`config.mk`:
```
export PLATFORM = sky130hd
export DESIGN_NAME = patch_keypoint_collector
export DESIGN_NICKNAME = d
export VERILOG_FILES = /design/src/rtl/patch_keypoint_collector.sv
export SDC_FILE = /design/constraint.sdc
export NUM_CORES = 2
export LEC_CHECK = 0
export CAP_MARGIN = 15
export CORE_ASPECT_RATIO = 1.75
export CORE_MARGIN = 10
export CORE_UTILIZATION = 50
export CTS_CLUSTER_DIAMETER = 30
export DETAILED_ROUTE_END_ITERATION = 16
export PLACE_DENSITY_LB_ADDON = 0.25
export SYNTH_ARGS = -nofsm -noshare
export SYNTH_HDL_FRONTEND = slang
export SYNTH_SLANG_ARGS = --single-unit
```
`constraint.sdc`:
```
create_clock -name clk -period 4.11 [get_ports clk]
set_clock_uncertainty 0.05 [all_clocks]
set_input_delay 0.6165 -clock clk [delete_from_list [all_inputs] [get_ports clk]]
set_output_delay 0.6165 -clock clk [all_outputs]
set_load 0.03 [all_outputs]
```
`src/rtl/patch_keypoint_collector.sv`:
```
// Latches the latest {score,row,col} per patch ID during a frame, then drains the
// captured keypoints in ascending ID order over a valid/ready stream on frame end.
module patch_keypoint_collector #(
    parameter int NUM_PATCH = 64,
    parameter int ID_W      = 7,
    parameter int SCORE_W   = 15
) (
    input  logic                 clk,
    input  logic                 en,
    input  logic                 pix_valid,
    input  logic [7:0]           row_cnt,
    input  logic [8:0]           col_cnt,
    input  logic [SCORE_W-1:0]   new_score,
    input  logic [NUM_PATCH-1:0] wr_en_vec,
    input  logic                 frame_end,
    output logic                 kp_valid,
    input  logic                 kp_ready,
    output logic [ID_W-1:0]      kp_id,
    output logic [SCORE_W-1:0]   kp_score,
    output logic [7:0]           kp_row,
    output logic [8:0]           kp_col,
    output logic                 frame_done,
    output logic [ID_W:0]        kp_count,
    output logic                 busy,
    output logic [15:0]          drop_cnt
);

    localparam int IDX_W = (NUM_PATCH > 1) ? $clog2(NUM_PATCH) : 1;
    localparam logic [IDX_W-1:0] LAST_IDX = IDX_W'(NUM_PATCH - 1);

    localparam logic [1:0] S_COLLECT = 2'd0;
    localparam logic [1:0] S_DRAIN   = 2'd1;
    localparam logic [1:0] S_DONE    = 2'd2;

    logic [1:0]           state_q, state_d;
    logic [IDX_W-1:0]     ptr_q, ptr_d;
    logic [NUM_PATCH-1:0] valid_q, valid_d;
    logic [ID_W:0]        count_q, count_d;
    logic [15:0]          drop_q, drop_d;

    logic [SCORE_W-1:0]   score_q [NUM_PATCH];
    logic [7:0]           row_q   [NUM_PATCH];
    logic [8:0]           col_q   [NUM_PATCH];

    logic capture;
    logic strobe_any;

    assign busy       = (state_q != S_COLLECT);
    assign frame_done = (state_q == S_DONE);
    assign kp_valid   = (state_q == S_DRAIN) && valid_q[ptr_q];
    assign capture    = (state_q == S_COLLECT) && pix_valid;
    assign strobe_any = pix_valid && (|wr_en_vec);

    // Presented keypoint reads straight from the table; zero whenever nothing is offered.
    assign kp_id    = kp_valid ? ID_W'(ptr_q)   : '0;
    assign kp_score = kp_valid ? score_q[ptr_q] : '0;
    assign kp_row   = kp_valid ? row_q[ptr_q]   : '0;
    assign kp_col   = kp_valid ? col_q[ptr_q]   : '0;
    assign kp_count = count_q;
    assign drop_cnt = drop_q;

    always_comb begin
        // NOTE: every next-state signal gets a default first so no latch is inferred.
        state_d = state_q;
        ptr_d   = ptr_q;
        valid_d = valid_q;
        count_d = count_q;
        drop_d  = drop_q;

        case (state_q)
            S_COLLECT: begin
                if (pix_valid) valid_d = valid_q | wr_en_vec;
                if (frame_end) begin
                    state_d = S_DRAIN;
                    ptr_d   = '0;
                    count_d = '0;
                end
            end
            S_DRAIN: begin
                // Empty entries are skipped in one cycle; full ones wait for the handshake.
                if (!valid_q[ptr_q] || kp_ready) begin
                    if (valid_q[ptr_q]) begin
                        valid_d[ptr_q] = 1'b0;
                        count_d        = count_q + 1'b1;
                    end
                    if (ptr_q == LAST_IDX) state_d = S_DONE;
                    else                   ptr_d   = ptr_q + 1'b1;
                end
            end
            S_DONE: begin
                valid_d = '0;
                ptr_d   = '0;
                state_d = S_COLLECT;
            end
            default: state_d = S_COLLECT;
        endcase

        if (busy && strobe_any && (drop_q != 16'hFFFF)) drop_d = drop_q + 16'd1;
    end

    // NOTE: sequential state uses non-blocking assignments so all registers update together.
    always_ff @(posedge clk or negedge en) begin
        if (!en) begin
            state_q <= S_COLLECT;
            ptr_q   <= '0;
            valid_q <= '0;
            count_q <= '0;
            drop_q  <= '0;
        end else begin
            state_q <= state_d;
            ptr_q   <= ptr_d;
            valid_q <= valid_d;
            count_q <= count_d;
            drop_q  <= drop_d;
        end
    end

    // NOTE: the payload table has no reset; the valid bits alone decide what is meaningful.
    always_ff @(posedge clk) begin
        for (int i = 0; i < NUM_PATCH; i++) begin
            if (capture && wr_en_vec[i]) begin
                score_q[i] <= new_score;
                row_q[i]   <= row_cnt;
                col_q[i]   <= col_cnt;
            end
        end
    end

endmodule
```
Word-level counts from Yosys, hierarchy flattened
Memories as Yosys holds them, arrays and structs flattened.
Cells that the tools add are included.
{ "word_totals": {"mem_count": 3, "output_inout_bits": 66, "in_bits": 101, "regBits": 96, "ramBits": 2048, "word_cells": 259} }
{ "op_classes": {"n_addsub": 3, "n_eq_ne": 10, "bitwise_logic": 3, "reduce_logical": 81, "muxes": 152, "magnitude_cmp": 2} }
{ "memory_table": {"columns": ["memory", "words", "width", "read_ports", "rd_clocked_by_memory_dff", "wr", "line", "rtl"], "rows": [
  ["score_q", 64, 15, 1, 0, 64, "41", "logic [SCORE_W-1:0] score_q [NUM_PATCH];"],
  ["col_q", 64, 9, 1, 0, 64, "43", "logic [8:0] col_q [NUM_PATCH];"],
  ["row_q", 64, 8, 1, 0, 64, "42", "logic [7:0] row_q [NUM_PATCH];"]
]} }
{ "ops": {"columns": ["op", "n"], "rows": [
  ["$mux 64", 3],
  ["$pmux 64 s3", 1],
  ["$mux 1", 130],
  ["$logic_and 1x1->1", 70],
  ["$and 64x64->64", 1],
  ["$not 64->64", 1],
  ["$or 64x64->64", 1],
  ["$reduce_or 64->1", 1],
  ["$mux 8", 4],
  ["$mux 6", 4],
  ["$pmux 6 s3", 1],
  ["$add 16x1->16 const B", 1],
  ["$ne 16x16->1 const B", 1],
  ["$pmux 8 s2", 1],
  ["$mux 15", 1],
  ["$reduce_and 4->1", 3],
  ["$mux 9", 1],
  ["$add 8x1->8 const B", 1],
  ["$lt 6x7->1 const B", 1],
  ["$add 6x1->6 const B", 1],
  ["$bmux 1 s6", 1],
  ["$demux 1 s6", 1],
  ["$eq 6x6->1 const B", 1],
  ["$ge 6x1->1 const B", 1],
  ["12 further kinds", 19]
]} }

Logic depth before layout (Yosys ltp)
{ "depth": {"depth_word": 9, "depth_mapped": 13} }

Worst setup path before layout
Ideal clock, no wire load.
{ "synth_timing": {"path_type": "register to register", "start": "register state_q[0]", "end": "memory col_q[30][0] (enable)", "t_arrival_ns": 3.347, "n_path_buf": 1, "path_slack_ns": 0.252, "path_stages_with_launch": 6, "cell_sequence": "dfrtp_1 inv_1 ha_1 clkbuf_1 inv_1 nor3_1"} }
{ "synth_lines": {"columns": ["item", "line", "rtl"], "rows": [
  ["start: declaration", "35", "logic [1:0] state_q, state_d;"],
  ["start signal: assignment", "110", "state_q <= state_d;"],
  ["end: declaration", "43", null]
]} }

Worst setup path after layout
{ "layout_timing": {"start": "register ptr_q[0]", "end": "output port kp_score[2]"} }
{ "layout_via": {"elab_chain_cells": 4} }
{ "layout_rtl": {"columns": ["item", "line", "rtl"], "rows": [
  ["start: declaration", "36", "logic [IDX_W-1:0] ptr_q, ptr_d;"],
  ["start signal: assignment", "111", "ptr_q <= ptr_d;"],
  ["$bmux 1 s6", "50", "assign kp_valid = (state_q == S_DRAIN) && valid_q[ptr_q];"],
  ["$mux 1 (implied by the code)", "50", null],
  ["$logic_and 1x1->1", "50", null],
  ["$mux 15 *", "56", "assign kp_score = kp_valid ? score_q[ptr_q] : '0;"],
  ["end: declaration", "19", "output logic [SCORE_W-1:0] kp_score,"]
]} }
Mark *: on every way between the ends. The rest lies on a longest branch, timed or not. The select of a mux whose other input is x is not followed.

==> impl_metrics.env <==
export IMPL_status="complete, but fails checks"
export IMPL_failed_checks="negative setup slack"
export IMPL_ys_types=80
export IMPL_hold_viol_final=0
export IMPL_route_detailed_drc=0
export IMPL_first_pass_iters=7
export IMPL_clk_latency_ps=840
export IMPL_start_kind="register"
export IMPL_worstPathRequired_ps=3440
export IMPL_finalSetupViolations=39
export IMPL_dp_slack_ps=-418
export IMPL_syn_area_mm2=0.0795
export IMPL_max_freq_mhz=220
export IMPL_grt_usage_pct=32.2
export IMPL_die_h_um=547
export IMPL_cts_tree="yes"
export IMPL_synth_top_family_by_area="compound AO/OA/AOI/OAI gates"
export IMPL_cp_num_buf_inv=7
export IMPL_ff2ff_setup_slack_ps=600
export IMPL_muxShareOfSynthArea_pct=0.444
export IMPL_num_io_pins=167
export IMPL_globalRoute_totalOverflow=0
export IMPL_p_total_w=0.0642
export IMPL_areaGrowthSynthToFinish_pct=24.4
export IMPL_met2_wirelength_um=139000
export IMPL_ys_ff_latch=2144
export IMPL_crit_path_cell_trace="buf_12, buf_4, or3b_4, buf_16, bufbuf_16, o22ai_1, nor4_1, buf_4, o22ai_1, nor4_2, buf_4, buf_12"
export IMPL_tns_ps=-11600
export IMPL_worst_pin_slew_ps=1120
export IMPL_synth_area_per_cell_um2=17.5
export IMPL_synth_area_leaders="edfxtp_1 (77%), o22ai_1 (7.8%), dfrtp_1 (3.0%), nor4_1 (1.7%), a2111oi_2 (1.1%)"
export IMPL_die_area_mm2=0.176
export IMPL_layout_cells_non_filler=7407
export IMPL_fin_ws_ps=-432
export IMPL_synth_xor_area_share_pct=0.165
export IMPL_cts_buffers=228
export IMPL_slowest_stage="or3b_4"
export IMPL_clock_path_buffers=4
export IMPL_power_density_mw_per_mm2=650
export IMPL_synth_top_area_share_pct=77.4
export IMPL_cts_sinks=2144
export IMPL_syn_inst=4549
export IMPL_grt_pass1_vias=51200
export IMPL_arrival_ps=3880
export IMPL_die_w_um=321
export IMPL_vias=52900
export IMPL_post_route_period_util_pct=111
export IMPL_synth_simple_area_share_pct=4.94
export IMPL_synth_compound_area_share_pct=11.4
export IMPL_cts_root_buf="clkbuf_16"
export IMPL_dpl_hpwl_um=148000
export IMPL_slew_headroom_pct=25.1
export IMPL_path_class="register to output pin"
export IMPL_antenna_found_initial=7
export IMPL_nets=5287
export IMPL_yosysWarnings=0
export IMPL_clk_pin_slew_ps=60
export IMPL_drt_met1_wl_um=94700
export IMPL_ant_nets=0
export IMPL_cp_common_cell="buf_4"
export IMPL_dr_first_iter_drc_count=8493
export IMPL_crit_family="buffers and inverters"
export IMPL_grt_max_degree=69
export IMPL_min_period_ps=4540
export IMPL_via_per_inst=7.15
export IMPL_grt_pass1_wl_um=400000
export IMPL_synth_edf_count=2048
export IMPL_gp_congestion=0.844
export IMPL_async_flop_share_pct=4.48
export IMPL_core_mm2=0.158
export IMPL_finalMaxSlewViolations=0
export IMPL_synth_nets=4657
export IMPL_cts_max_level=4
export IMPL_max_cap_viol_count=0
export IMPL_top_layer="met5"
export IMPL_worstSetupEndpointType="output pin"
export IMPL_drive_gt1_share_pct=25.6
export IMPL_wl_met3_um=35400
export IMPL_port_buffers=165
export IMPL_initial_utilization_pct=50.3
export IMPL_synth_top_area_cell="edfxtp_1"
export IMPL_peakVddDrop_v=0.000410
export IMPL_dp_cells=6771
export IMPL_drt_wl_total_um=295000
export IMPL_wl_per_cell_um=39.9
export IMPL_leakagePower_nw=32.6
export IMPL_synth_top_flop_cell="edfxtp_1"
export IMPL_rsz0062_at_grt="true"
export IMPL_path_max_fanout=20
export IMPL_rows=193
export IMPL_ys_seq_area_share_pct=80.4
export IMPL_synthAdderAreaFrac_pct=0.110
export IMPL_slowest_delay_ps=490
export IMPL_hold_path_class="input pin to register"
==> timing repair <==
action,CTS,global route
gates cloned,33,16
hold buffers,1,0
buffers inserted,111,74
pin swaps,67,91
hold endpoints to repair,61,0
setup endpoints to repair,39,39
resized for setup,292,134
==> layer usage <==
layer / global-route usage, % / up-vias
li1: - / 20400
met1: 39.3 / 26800
met2: 52.0 / 4543
met3: 5.84 / 1173
met4: 22.3 / 2
met5: 0 / -
==> metrics by stage <==
| stage | instance area (um^2) | hold WS, ps | utilization [%] |
|---|---|---|---|
| 5_1_grt | 98800 | 444 | 62.6 |
| 6_report | 98800 | 398 | 62.6 |
| 2_1_floorplan | 79500 | 271 | - |
| 3_5_place_dp | 86400 | 440 | 54.7 |
| 3_3_place_gp | 86400 | 427 | 54.7 |
| 4_1_cts | 97100 | 372 | 61.5 |
==> layout by cell type, fill, tap and decap left out, drive strengths merged, types with 16 or more instances in the layout <==
cell              n
and3             73
o221ai           76
nor3            130
nor2            129
clkbuf          280
nor4            216
bufinv           16
o22ai           993
or4              16
o22a             78
inv             112
clkdlybuf4s50    96
nand3            16
a21oi            32
dfrtp            96
clkinv           67
edfxtp         2048
clkinvlp         22
nand2            32
buf             599
a2111oi          64
==> cells by family after synthesis <==
logic type / after synthesis
flops: 2144
compound gates: 1288
simple gates: 670
buf+inv: 398
mux: 26
xor+xnor: 15
fa+ha+maj: 7
other cells: 1
==> layout make-up <==
| type | count | area (um^2) |
|---|---|---|
| diodes | 4 | 10.0 |
| clock buffers | 264 | 5940 |
| clock inverters | 143 | 1480 |
| fillers | 10900 | 59100 |
| inverters | 74 | 282 |
| multi-input cells | 2007 | 14900 |
| flip-flops and latches | 2144 | 63900 |
| well taps | 2047 | 2560 |
| repair buffers | 724 | 9710 |
==> synth_stat cells, types with 13 or more instances <==
library cell,n
a2111oi_2,60
nor4_1,216
clkbuf_1,92
o221ai_1,76
dfrtp_1,96
nor3_1,78
edfxtp_1,2048
nand3_1,14
inv_1,74
buf_1,29
nand2_1,32
o22a_1,78
nor3_2,52
buf_2,150
a21oi_1,31
or4_1,16
mux2i_1,15
buf_4,24
nand4_1,13
and3_1,73
o22ai_1,993
buf_6,22
nor2_1,129
==> report_power, final <==
group	internal [W]	switching (W)
logic	0.00595	0.0102
registers	0.0268	0.000811
clock network	0.0115	0.00888
total	0.0443	0.0199
==> state kept, by name (all words and copies together), names as in the netlist <==
| signal | cells |
|---|---|
| row_q | 512 |
| valid_q | 64 |
| score_q | 960 |
| ptr_q | 6 |
| drop_cnt | 16 |
| col_q | 576 |
| kp_count | 8 |
| state_q | 2 |
==> worst reg2reg max path, delay by kind of cell (launching register included) <==
family / cells / cell delay [ps]
AO/OA/AOI/OAI: 4 / 1290
buffers and inverters: 2 / 720
flip-flops: 1 / 380
multiplexers: 2 / 830
AND/OR/NAND/NOR: 1 / 140
==> final timing paths <==
| check | startpoint | endpoint | cells past startpoint |
|---|---|---|---|
| setup / recovery | ptr_q[0] | kp_score[2] | 12 |
| hold / removal | wr_en_vec[20] | valid_q[20] | 3 |
| setup reg to reg | ptr_q[0] | valid_q[26] | 9 |
| hold reg to reg | drop_cnt[9] | drop_cnt[9] | 1 |
| max in group asynchronous | en | ptr_q[3] | 3 |
| min in group asynchronous | en | valid_q[4] | 2 |
(Power assumes the default switching activity.)
